[src/rtl/gpio_uart_host_if.sv]
// Byte-stream handshake and GPIO pin bundle between gpio_uart_host and its neighbours.
// The slave modport is the gpio_uart_host side; master is the host/bench side.
interface gpio_uart_host_if;
  logic [7:0] tx_data;
  logic       tx_valid;
  logic       tx_ready;
  logic [7:0] rx_data;
  logic       rx_valid;
  logic       rx_ready;
  logic       rx_frame_err;
  logic       rx_parity_err;
  logic       rx_overrun;
  logic [7:0] gpio_pin_in;
  logic [7:0] gpio_pin_out;

  modport slave (
    input  tx_data, tx_valid, rx_ready, gpio_pin_out,
    output tx_ready, rx_data, rx_valid, rx_frame_err, rx_parity_err, rx_overrun, gpio_pin_in
  );

  modport master (
    output tx_data, tx_valid, rx_ready, gpio_pin_out,
    input  tx_ready, rx_data, rx_valid, rx_frame_err, rx_parity_err, rx_overrun, gpio_pin_in
  );
endinterface

[src/rtl/gpio_uart_host.sv]
// Host-side 8N1 UART peer for the HSM GPIO link; serial data on bit 0 of each GPIO bus.
// Define GPIO_UART_HOST_PARITY_EN to insert/check an even-parity bit (11-bit frames).
//
// state       | meaning
// S_IDLE      | line idle; TX accepts a byte, RX waits for a synchronized 0
// S_START     | start bit (TX full bit, RX half bit then re-sample)
// S_DATA      | 8 data bits, LSB first
// S_PARITY    | even-parity bit (parity build only)
// S_STOP      | stop bit; RX decides deliver / overrun / error at its centre
// S_WAIT_IDLE | RX only: after a framing error, wait for the line to return to 1
module gpio_uart_host #(
  parameter int CLKS_PER_BIT = 16
) (
  input  logic            clk,
  input  logic            resetn,
  gpio_uart_host_if.slave bus
);
  localparam int CW = $clog2(CLKS_PER_BIT);
  localparam logic [CW-1:0] C_FULL = CW'(CLKS_PER_BIT - 1);
  localparam logic [CW-1:0] C_HALF = CW'(CLKS_PER_BIT / 2 - 1);
  localparam logic [CW-1:0] C_ONE  = CW'(1);

  typedef enum logic [2:0] {S_IDLE, S_START, S_DATA, S_PARITY, S_STOP, S_WAIT_IDLE} state_t;

  state_t        r_tx_state, w_tx_state;
  logic [CW-1:0] r_tx_cnt, w_tx_cnt;
  logic [2:0]    r_tx_bit, w_tx_bit;
  logic [7:0]    r_tx_sh, w_tx_sh;
  logic          r_tx_line, w_tx_line;
  logic          w_tx_tc;

  always_comb begin
    w_tx_state = r_tx_state;
    w_tx_cnt   = r_tx_cnt;
    w_tx_bit   = r_tx_bit;
    w_tx_sh    = r_tx_sh;
    w_tx_line  = r_tx_line;
    w_tx_tc    = (r_tx_cnt == '0);
    case (r_tx_state)
      S_IDLE: begin
        w_tx_line = 1'b1;
        if (bus.tx_valid) begin
          w_tx_state = S_START;
          w_tx_line  = 1'b0;
          w_tx_cnt   = C_FULL;
          w_tx_sh    = bus.tx_data;
        end
      end
      S_START: begin
        if (w_tx_tc) begin
          w_tx_state = S_DATA;
          w_tx_bit   = 3'd0;
          w_tx_line  = r_tx_sh[0];
          w_tx_cnt   = C_FULL;
        end else w_tx_cnt = r_tx_cnt - C_ONE;
      end
      S_DATA: begin
        if (w_tx_tc) begin
          w_tx_cnt = C_FULL;
          if (r_tx_bit == 3'd7) begin
`ifdef GPIO_UART_HOST_PARITY_EN
            w_tx_state = S_PARITY;
            w_tx_line  = ^r_tx_sh;
`else
            w_tx_state = S_STOP;
            w_tx_line  = 1'b1;
`endif
          end else begin
            w_tx_bit  = r_tx_bit + 3'd1;
            w_tx_line = r_tx_sh[w_tx_bit];
          end
        end else w_tx_cnt = r_tx_cnt - C_ONE;
      end
      S_PARITY: begin
        if (w_tx_tc) begin
          w_tx_state = S_STOP;
          w_tx_line  = 1'b1;
          w_tx_cnt   = C_FULL;
        end else w_tx_cnt = r_tx_cnt - C_ONE;
      end
      S_STOP: begin
        w_tx_line = 1'b1;
        if (w_tx_tc) w_tx_state = S_IDLE;
        else         w_tx_cnt   = r_tx_cnt - C_ONE;
      end
      default: begin
        w_tx_state = S_IDLE;
        w_tx_line  = 1'b1;
      end
    endcase
  end

  always_ff @(posedge clk or negedge resetn) begin
    if (!resetn) begin
      r_tx_state <= S_IDLE;
      r_tx_cnt   <= '0;
      r_tx_bit   <= 3'd0;
      r_tx_sh    <= 8'h00;
      r_tx_line  <= 1'b1;
    end else begin
      r_tx_state <= w_tx_state;
      r_tx_cnt   <= w_tx_cnt;
      r_tx_bit   <= w_tx_bit;
      r_tx_sh    <= w_tx_sh;
      r_tx_line  <= w_tx_line;
    end
  end

  assign bus.tx_ready    = (r_tx_state == S_IDLE);
  assign bus.gpio_pin_in = {7'b0, r_tx_line};

  logic          r_sync1, r_sync2;
  state_t        r_rx_state, w_rx_state;
  logic [CW-1:0] r_rx_cnt, w_rx_cnt;
  logic [2:0]    r_rx_bit, w_rx_bit;
  logic [7:0]    r_rx_sh, w_rx_sh;
  logic [7:0]    r_rx_data, w_rx_data;
  logic          r_rx_valid, w_rx_valid;
  logic          r_rx_ferr, w_rx_ferr;
  logic          r_rx_ovr, w_rx_ovr;
  logic          w_rx_in, w_rx_tc;
  logic          w_unused_pins;
`ifdef GPIO_UART_HOST_PARITY_EN
  logic          r_rx_par_bad, w_rx_par_bad;
  logic          r_rx_perr, w_rx_perr;
`endif

  assign w_unused_pins = ^bus.gpio_pin_out[7:1];

  always_comb begin
    w_rx_in    = r_sync2;
    w_rx_tc    = (r_rx_cnt == '0);
    w_rx_state = r_rx_state;
    w_rx_cnt   = r_rx_cnt;
    w_rx_bit   = r_rx_bit;
    w_rx_sh    = r_rx_sh;
    w_rx_data  = r_rx_data;
    w_rx_valid = r_rx_valid & ~bus.rx_ready;
    w_rx_ferr  = 1'b0;
    w_rx_ovr   = 1'b0;
`ifdef GPIO_UART_HOST_PARITY_EN
    w_rx_par_bad = r_rx_par_bad;
    w_rx_perr    = 1'b0;
`endif
    case (r_rx_state)
      S_IDLE: begin
        if (!w_rx_in) begin
          w_rx_state = S_START;
          w_rx_cnt   = C_HALF;
        end
      end
      S_START: begin
        if (w_rx_tc) begin
          w_rx_state = w_rx_in ? S_IDLE : S_DATA;
          w_rx_bit   = 3'd0;
          w_rx_cnt   = C_FULL;
        end else w_rx_cnt = r_rx_cnt - C_ONE;
      end
      S_DATA: begin
        if (w_rx_tc) begin
          w_rx_sh  = {w_rx_in, r_rx_sh[7:1]};
          w_rx_cnt = C_FULL;
          if (r_rx_bit == 3'd7) begin
`ifdef GPIO_UART_HOST_PARITY_EN
            w_rx_state = S_PARITY;
`else
            w_rx_state = S_STOP;
`endif
          end else w_rx_bit = r_rx_bit + 3'd1;
        end else w_rx_cnt = r_rx_cnt - C_ONE;
      end
      S_PARITY: begin
        if (w_rx_tc) begin
`ifdef GPIO_UART_HOST_PARITY_EN
          w_rx_par_bad = w_rx_in ^ (^r_rx_sh);
`endif
          w_rx_state = S_STOP;
          w_rx_cnt   = C_FULL;
        end else w_rx_cnt = r_rx_cnt - C_ONE;
      end
      S_STOP: begin
        if (w_rx_tc) begin
          if (!w_rx_in) begin
            w_rx_ferr  = 1'b1;
            w_rx_state = S_WAIT_IDLE;
          end else begin
            w_rx_state = S_IDLE;
`ifdef GPIO_UART_HOST_PARITY_EN
            if (r_rx_par_bad) w_rx_perr = 1'b1;
            else
`endif
            // A consume on this same edge frees the holding register, so no overrun.
            if (r_rx_valid && !bus.rx_ready) w_rx_ovr = 1'b1;
            else begin
              w_rx_data  = r_rx_sh;
              w_rx_valid = 1'b1;
            end
          end
        end else w_rx_cnt = r_rx_cnt - C_ONE;
      end
      S_WAIT_IDLE: begin
        if (w_rx_in) w_rx_state = S_IDLE;
      end
      default: w_rx_state = S_IDLE;
    endcase
  end

  always_ff @(posedge clk or negedge resetn) begin
    if (!resetn) begin
      r_sync1    <= 1'b1;
      r_sync2    <= 1'b1;
      r_rx_state <= S_IDLE;
      r_rx_cnt   <= '0;
      r_rx_bit   <= 3'd0;
      r_rx_sh    <= 8'h00;
      r_rx_data  <= 8'h00;
      r_rx_valid <= 1'b0;
      r_rx_ferr  <= 1'b0;
      r_rx_ovr   <= 1'b0;
`ifdef GPIO_UART_HOST_PARITY_EN
      r_rx_par_bad <= 1'b0;
      r_rx_perr    <= 1'b0;
`endif
    end else begin
      r_sync1    <= bus.gpio_pin_out[0];
      r_sync2    <= r_sync1;
      r_rx_state <= w_rx_state;
      r_rx_cnt   <= w_rx_cnt;
      r_rx_bit   <= w_rx_bit;
      r_rx_sh    <= w_rx_sh;
      r_rx_data  <= w_rx_data;
      r_rx_valid <= w_rx_valid;
      r_rx_ferr  <= w_rx_ferr;
      r_rx_ovr   <= w_rx_ovr;
`ifdef GPIO_UART_HOST_PARITY_EN
      r_rx_par_bad <= w_rx_par_bad;
      r_rx_perr    <= w_rx_perr;
`endif
    end
  end

  assign bus.rx_data      = r_rx_data;
  assign bus.rx_valid     = r_rx_valid;
  assign bus.rx_frame_err = r_rx_ferr;
  assign bus.rx_overrun   = r_rx_ovr;
`ifdef GPIO_UART_HOST_PARITY_EN
  assign bus.rx_parity_err = r_rx_perr;
`else
  assign bus.rx_parity_err = 1'b0;
`endif
endmodule

[src/flat_wrapper.sv]
// flat-port wrapper written by rule: the top's interface ports become plain ports
module gpio_uart_host_flat 
#(
  parameter int CLKS_PER_BIT = 16
)
  (clk, resetn, bus_tx_data, bus_tx_valid, bus_rx_ready, bus_gpio_pin_out, bus_tx_ready, bus_rx_data, bus_rx_valid, bus_rx_frame_err, bus_rx_parity_err, bus_rx_overrun, bus_gpio_pin_in);
  gpio_uart_host_if bus_i ();
  input  logic clk;
  input  logic resetn;
  input wire logic [$bits(bus_i.tx_data)-1:0] bus_tx_data;
  input wire logic [$bits(bus_i.tx_valid)-1:0] bus_tx_valid;
  input wire logic [$bits(bus_i.rx_ready)-1:0] bus_rx_ready;
  input wire logic [$bits(bus_i.gpio_pin_out)-1:0] bus_gpio_pin_out;
  output wire logic [$bits(bus_i.tx_ready)-1:0] bus_tx_ready;
  output wire logic [$bits(bus_i.rx_data)-1:0] bus_rx_data;
  output wire logic [$bits(bus_i.rx_valid)-1:0] bus_rx_valid;
  output wire logic [$bits(bus_i.rx_frame_err)-1:0] bus_rx_frame_err;
  output wire logic [$bits(bus_i.rx_parity_err)-1:0] bus_rx_parity_err;
  output wire logic [$bits(bus_i.rx_overrun)-1:0] bus_rx_overrun;
  output wire logic [$bits(bus_i.gpio_pin_in)-1:0] bus_gpio_pin_in;
  assign bus_i.tx_data = bus_tx_data;
  assign bus_i.tx_valid = bus_tx_valid;
  assign bus_i.rx_ready = bus_rx_ready;
  assign bus_i.gpio_pin_out = bus_gpio_pin_out;
  assign bus_tx_ready = bus_i.tx_ready;
  assign bus_rx_data = bus_i.rx_data;
  assign bus_rx_valid = bus_i.rx_valid;
  assign bus_rx_frame_err = bus_i.rx_frame_err;
  assign bus_rx_parity_err = bus_i.rx_parity_err;
  assign bus_rx_overrun = bus_i.rx_overrun;
  assign bus_gpio_pin_in = bus_i.gpio_pin_in;
  gpio_uart_host #(.CLKS_PER_BIT(CLKS_PER_BIT)) u_core (.clk(clk), .resetn(resetn), .bus(bus_i));
endmodule
[config.mk]
export PLATFORM = sky130hd
export DESIGN_NAME = gpio_uart_host_flat
export DESIGN_NICKNAME = d
export VERILOG_FILES = /design/src/rtl/gpio_uart_host_if.sv /design/src/rtl/gpio_uart_host.sv /design/src/flat_wrapper.sv
export SDC_FILE = /design/constraint.sdc
export NUM_CORES = 1
export LEC_CHECK = 0
export CAP_MARGIN = 0
export CORE_MARGIN = 1.5
export CORE_UTILIZATION = 50
export DETAILED_ROUTE_END_ITERATION = 10
export GPL_ROUTABILITY_DRIVEN = 0
export PLACE_DENSITY_LB_ADDON = 0.08
export SYNTH_ARGS = -nofsm -noshare
export SYNTH_HDL_FRONTEND = slang
export SYNTH_SLANG_ARGS = --single-unit
[constraint.sdc]
create_clock -name clk -period 2.3 [get_ports clk]
set_clock_uncertainty 0.05 [all_clocks]
set_input_delay 0.46 -clock clk [delete_from_list [all_inputs] [get_ports clk]]
set_output_delay 0.46 -clock clk [all_outputs]
set_load 0.03 [all_outputs]
[After elaboration in Yosys (flattened, before gate mapping)]
Cells that the tools add are included.
W data, S select, Z words.
Word-level totals
  bits in registers: 50
  word-level logic and storage cells: 124
Operators by class
  $add $sub $neg: 4
  order comparisons: 1
  equal/unequal tests: 28
  multiplexer cells: 51
  bitwise operators: 3
  reductions and logical operators: 22
Operators with widths (count)
  $mux W3: 19
  $mux W4: 6
  $pmux W4 S3: 2
  $ne A2 B1 Y1 const B: 11
  $pmux W3 S6: 1
  $mux W1: 17
  $eq A3 B3 Y1 const B: 5
  $pmux W3 S5: 1
  $eq A3 B2 Y1 const B: 4
  $ne A2 B2 Y1 const B: 6
  $pmux W3 S2: 2
  $reduce_and A4 Y1: 3
  $reduce_and A3 Y1: 3
  $logic_not A4 Y1: 2
  $sub A4 B1 Y4 const B: 2
  $reduce_and A7 Y1: 1
  $add A3 B1 Y3 const B: 2
  $eq A3 B1 Y1 const B: 2
  $logic_not A3 Y1: 2
  $reduce_and A6 Y1: 1
  $reduce_bool A3 Y1: 2
  $reduce_or A3 Y1: 2
  $lt A3 B4 Y1 const B: 1
  $pmux W1 S4: 1
  8 further kinds: 11

[Logic depth before layout (Yosys ltp)]
Gate-level depths: netlist (run 1).
  depth after elaboration: 6
  depth in mapped cells: 7

[Least setup slack after synthesis (run 1)]
Ideal clock, no wire load.
  path type: flip-flop to flip-flop
  from: register u_core.r_rx_cnt[0]
  to: register u_core.r_rx_sh[0]
  setup time: 0.125 ns
  data arrival time: 1.940 ns
  data required time: 2.125 ns
  slack: 0.185 ns
  stages on the path, launching flop included: 7
  cells stage by stage: dfrtp_1 > inv_1 > ha_1 > or3b_4 > or4b_4 > buf_6 > mux2_4
On the way
  word-level cells in the longest chain between the ends: 2
Ends and longest elaborated chain
  start: declaration: RTL line gpio_uart_host.sv:114  | logic [CW-1:0] r_rx_cnt, w_rx_cnt;
  start signal: assignment: RTL line gpio_uart_host.sv:228  | r_rx_cnt <= w_rx_cnt;
  $logic_not A4 Y1: RTL line gpio_uart_host.sv:132  | w_rx_tc = (r_rx_cnt == '0);
  $reduce_and A2 Y1 (no line)
  end signal: assignment: RTL line gpio_uart_host.sv:230  | r_rx_sh <= w_rx_sh;
  end: declaration: RTL line gpio_uart_host.sv:116  | logic [7:0] r_rx_sh, w_rx_sh;
Every way passes these cells.
A chain may end at the register's enable or synchronous reset.

[Final worst setup path (run 1)]
  from: register u_core.r_rx_cnt[0]
  to: register u_core.r_rx_sh[1]
Same word-level chain as after synthesis.

==> results.toml, run 1 <==
[synthesis]
syn_area_per_cell_um2 = 11.1
synthSimpleGateAreaFrac_pct = 12.9
synthXorXnorAreaFrac_pct = 0.347
async_reset_ff_share_pct = 100
synth_edf_count = 0
synthCells = 228
synth_top_area_cell = "dfrtp_1"
ys.flop_type = "dfrtp_1"
synth_top_family_by_area = "multiplexers"
ys_types = 49
synth_seq_cells = 50
syn_area_um2 = 2520
synth_top_area_share_pct = 46.6
yosys-top-cells-area = "dfrtp_1, mux2_2, mux2_4"
synthMuxAreaShare_pct = 14.7
synth-compound-area-share_pct = 12.9
synth-seq-area-share_pct = 49.8
synth_fa_ha_area_share_pct = 2.98
synth-warning-count = 0

[detailed_routing]
drc = 0
dr.pass1.iters = 5
drt-wirelength-per-cell_um = 13.7
routed_via_density = 5.33
postRouteAntennaNets = 0
drt_wl_total_mm = 4.47
first_iter_violations = 95
via_count = 1744

[cells_and_area]
fin_area_um2 = 2940
fill_cells = 385
final_nets = 285
syn_to_final_growth_pct = 16.5
layout-drive-gt1-share_pct = 21.9
seq_area_um2 = 1250
multiInputGateArea_um2 = 1140
antennaDiodeCount = 0

[grt]
grt_pass1_wl_mm = 7.82
gr-total-overflow = 0
grt_pass1_vias = 1727
antenna_found_initial = 0
track_usage_pct = 18.7
grt_max_degree = 51

[sta]
finalCritPeriodShare_pct = 94.0
tightest_slew_ns = 0.612
drv_slew = 0
fmax_ghz = 0.462
setup_viol = 0
period_needed_ns = 2.16
hold_violations = 0
slew_headroom_pct = 59.2
grt_setup_unrepaired = "false"
finalSetupTns_ns = 0

[worst_setup_path]
r2r_setup_slack_ns = 0.14
cp-end-kind = "register"
cp_max_fo = 10
timing.rr.end = "u_core.r_rx_sh[1]"
rr_worst_depth = 5
critPathArrivalTime_ns = 2.31
rr_startpoint = "u_core.r_rx_cnt[0]"
cp.required_ns = 2.45
critPathLaunchType = "register"
crit_type = "register to register"

[floorplan]
dieArea_um2 = 5480
start_util_pct = 52.7
ios = 41
rows = 25
die_w_um = 74.0
core_um2 = 4790
fp.dieH_um = 74.0

[clocking]
hold_buffers = 0
cts.sinks = 50
clk_path_buf_depth = 2
clk_latency_ns = 0.31
ctsRootBufferMaster = "clkbuf_8"
htree_levels = 2
worst_setup_hold_path_clk_slew_ns = 0.10
tritoncts = "yes"
numCtsBuffers = 5

[placed_design]
dpl_cell_area_um2 = 2850
io_buffers = 25
hpwl_mm = 3.06

[power]
p_total_mw = 2.96
ir_worst_vdd_mv = 0.497
p_per_area_nw_per_um2 = 1010
leakagePower_nw = 1.34

[worst_hold_path]
hp-class = "input port to async pin"

[outcome]
outcome = "finished, final reports clean"

[run]
max_cap_viol_count = 0
-- cell usage after synthesis (2+ instances only) --
cell / count
mux2_2: 16
mux2_4: 7
inv_1: 10
o211ai_1: 4
nand2_1: 12
nor3_1: 4
buf_4: 9
ha_1: 6
mux2i_1: 3
o2bb2ai_1: 3
dfstp_2: 3
nor2_1: 13
nand2b_1: 4
a22oi_1: 2
nand3_1: 4
o31ai_1: 2
o22ai_1: 3
o21ai_0: 15
mux4_2: 2
or3b_2: 2
clkbuf_1: 9
dfrtp_1: 47
a211oi_1: 2
a21oi_1: 15
a22o_1: 2
a31oi_1: 2
nor4_1: 5
-- state kept, by name, indices dropped and copies added, names as in the netlist --
name,flops
u_core.bus.rx_data,8
u_core.r_tx_bit,3
u_core.r_tx_state,3
u_core.r_tx_sh,8
u_core.bus.rx_frame_err,1
u_core.r_tx_cnt,4
u_core.r_rx_sh,8
u_core.r_rx_bit,3
u_core.r_rx_cnt,4
u_core.r_sync1,1
u_core.r_rx_state,3
u_core.bus.rx_valid,1
u_core.r_tx_line,1
u_core.bus.rx_overrun,1
u_core.r_sync2,1
-- what timing repair did --
| item | CTS | global route |
|---|---|---|
| buffers inserted | 0 | 0 |
| resized for setup | 1 | 0 |
| endpoints found under the setup margin | 1 | 0 |
| hold endpoints to repair | 0 | 0 |
-- power breakdown --
part           total (mW)  switching, mW  internal [mW]  leakage, nW
clock network       0.516          0.301          0.214       0.0441
registers            1.31          0.202           1.10        0.636
logic                1.14          0.562          0.578        0.662
total                2.96           1.07           1.90         1.34
-- worst max path at each step --
stage | from | to | slack, ns
6_report | u_core.r_rx_cnt[0] | u_core.r_rx_sh[1] | 0.14
5_1_grt | u_core.r_rx_cnt[0] | u_core.r_rx_sh[1] | 0.05
4_1_cts | u_core.r_rx_cnt[0] | u_core.r_rx_sh[1] | 0.12
3_5_place_dp | u_core.r_rx_cnt[0] | u_core.r_rx_sh[1] | 0.14
3_3_place_gp | u_core.r_rx_cnt[0] | u_core.r_rx_sh[3] | 0.16
2_1_floorplan | u_core.r_rx_cnt[0] | u_core.r_rx_sh[0] | 0.19
-- layer usage --
metal / share of wire, % / global-route usage [%]
met1: 47 / 24.2
met2: 48 / 30.1
met3: 3.3 / 4.07
met4: 1.9 / 8.64
met5: 0 / 0
-- stage by stage --
step / setup slack (ns) / std cells / util [%] / hold slack [ns]
floorplan: 0.185 / 235 / - / 0.114
global placement: 0.155 / 319 / 59.6 / 0.298
detailed placement: 0.142 / 319 / 59.6 / 0.299
CTS: 0.123 / 327 / 61.4 / 0.217
global route: 0.0465 / 327 / 61.4 / 0.266
finish: 0.137 / 327 / 61.4 / 0.193
-- worst max-delay path, cell delays in order, from the launching register on --
cell	delay (ns)
dfrtp_1	0.38
inv_1	0.05
ha_1	0.20
or3b_4	0.42
or4b_4	0.62
mux2_4	0.34
-- kinds of logic (layout without fill, tap and decap cells) --
group                    Yosys count  in the layout
XOR/XNOR                           1              1
buffers and inverters             30             55
flip-flops                        50             50
multiplexers                      29             29
AND/OR/NAND/NOR                   58             58
other                              1              8
adder cells (fa/ha/maj)            6              6
AO/OA/AOI/OAI                     53             53
-- area by class of cell --
cell class | count | area share (%)
clock buffer | 5 | 2.34
tap | 67 | 2.85
inverter | 10 | 1.28
clock inverter | 3 | 0.724
sequential | 50 | 42.7
timing repair buffer | 37 | 11.4
multi-input combinational | 155 | 38.7
-- placed cells by master, fill, tap and decap left out, drive strengths merged, types with 2 or more instances in the layout --
cell,n
a22oi,2
mux2i,3
conb,8
dfstp,3
ha,6
o21ai,15
nor2b,2
a22o,2
a211oi,2
nor2,14
nand3,4
nand2b,4
o31ai,2
nor4,5
nand2,12
inv,10
clkdlybuf4s50,23
o211ai,4
dfrtp,47
nor3,4
mux2,24
o22ai,3
clkinv,2
or3b,3
mux4,2
nor3b,2
buf,13
a21oi,15
a31oi,2
o2bb2ai,3
clkbuf,5
No activity file was read; power rests on OpenSTA's default activity.
==> run 2: changes to the inputs <==
- CORE_UTILIZATION: 50 -> 53
==> results.toml, run 2 (synthesis results as in run 1) <==
[outcome]
outcome = "finished, final reports clean"

[clocking]
clk_latency_ns = 0.30
tritoncts = "yes"
numCtsBuffers = 5
hold_buffers = 0
ctsRootBufferMaster = "clkbuf_8"
htree_levels = 2
worst_setup_hold_path_clk_slew_ns = 0.09
clk_path_buf_depth = 2
postCtsSetupRepairBufs = 0
cts.sinks = 50

[detailed_routing]
postRouteAntennaNets = 0
routed_via_density = 5.66
drt_wl_total_mm = 4.36
drc = 0
dr.pass1.iters = 4
drt-wirelength-per-cell_um = 13.9
via_count = 1777
first_iter_violations = 121

[sta]
fmax_ghz = 0.458
finalCritPeriodShare_pct = 95.0
grt_setup_unrepaired = "false"
drv_slew = 0
slew_headroom_pct = 56.0
finalSetupTns_ns = 0
tightest_slew_ns = 0.659
hold_violations = 0
setup_viol = 0
period_needed_ns = 2.19

[floorplan]
fp.dieH_um = 72.0
start_util_pct = 56.4
rows = 24
dieArea_um2 = 5180
die_w_um = 72.0
ios = 41
core_um2 = 4470

[cells_and_area]
layout_commonest_cell = "dfrtp_1"
final_nets = 287
final_core_util_pct = 66.2
layout-drive-gt1-share_pct = 22.1
antennaDiodeCount = 0
layout_common_cells = "dfrtp_1, clkdlybuf4s50_1, mux2_2, a21oi_1, o21ai_0"
syn_to_final_growth_pct = 17.4
fill_cells = 352

[power]
p_per_area_nw_per_um2 = 1030
leakagePower_nw = 1.36
ir_worst_vdd_mv = 0.569

[grt]
track_usage_pct = 19.0
grt_pass1_vias = 1721
antenna_found_initial = 0
grt_pass1_wl_mm = 7.76
gr-total-overflow = 0
grt_max_degree = 51

[worst_setup_path]
critPathArrivalTime_ns = 2.33
cp_max_fo = 5
crit_type = "register to register"
cp.required_ns = 2.44
critPathLaunchType = "register"
cp-end-kind = "register"

[worst_hold_path]
hp-class = "input port to async pin"

[placed_design]
io_buffers = 25
hpwl_mm = 3.03

[run]
max_cap_viol_count = 0
## run 2: cell types whose count changed in the layout (fill, tap and decap cells not counted)
cell and delta:
buf_4 +1, clkinv_2 -1, clkinv_4 -1, clkbuf_1 +1, bufinv_16 +1, or4b_4 +1
## run 2: report_power, final
| part | internal, mW | switching, mW |
|---|---|---|
| clock network | 0.324 | 0.280 |
| registers | 1.10 | 0.214 |
| logic | 0.569 | 0.551 |
## run 2: area by class of cell
cell class,count,area (um2),area share [%]
Sequential cell,50,1250,42.4
Multi-Input combinational cell,156,1150,38.9
Timing Repair Buffer,38,342,11.5
Clock buffer,6,72.6,2.45
Tap cell,52,65.1,2.20
Clock inverter,2,37.5,1.27
Inverter,10,37.5,1.27
## run 2: path summary, 6_finish.rpt
kind	depth (start not counted)	from	slack [ns]	endpoint
setup / recovery	5	u_core.r_rx_cnt[0]	0.11	u_core.r_rx_sh[3]
hold / removal	2	resetn	0.19	u_core.r_tx_state[2]
setup reg to reg	5	u_core.r_rx_cnt[0]	0.11	u_core.r_rx_sh[3]
hold reg to reg	0	u_core.r_sync1	0.31	u_core.r_sync2
max in group asynchronous	2	resetn	1.59	u_core.r_rx_state[0]
min in group clk	0	u_core.r_sync1	0.31	u_core.r_sync2
## run 2: worst max-delay path, stage by stage, from the launching register on
cell and delay, ns:
dfrtp_1 0.42, inv_1 0.08, ha_1 0.21, or3b_4 0.43, or4b_4 0.57, mux2_4 0.32
## run 2: timing repair
action                                  in CTS  in global routing
cloned                                       0                  1
gates resized for setup                      1                  1
endpoints found under the setup margin       1                  7
## run 2: metrics by stage
| step | instance area [um2] | std cells | hold WS, ns | setup slack, ns | power, mW |
|---|---|---|---|---|---|
| floorplan | 2550 | 235 | 0.114 | 0.185 | 2.15 |
| global placement | 2840 | 305 | 0.296 | 0.0909 | 2.43 |
| detailed placement | 2840 | 305 | 0.297 | 0.0746 | 2.45 |
| CTS | 2950 | 313 | 0.209 | 0.0655 | 3.07 |
| global route | 2960 | 314 | 0.248 | 0.0368 | 3.29 |
| finish | 2960 | 314 | 0.187 | 0.114 | 3.04 |
## run 2: per-layer routing
metal	up-vias	routed length (um)	global-route usage (%)	share of wire (%)
li1	881	-	-	-
met1	851	1990	25.3	46
met2	38	2140	31.0	49
met3	7	166	4.17	3.8
met4	0	60	6.92	1.4
met5	-	0	0	0
==> run 3: changes to the inputs <==
- SLEW_MARGIN: unset -> 10
==> results of run 3 <==
Same layout as run 2: the final DEF is identical, and so are final timing and power.
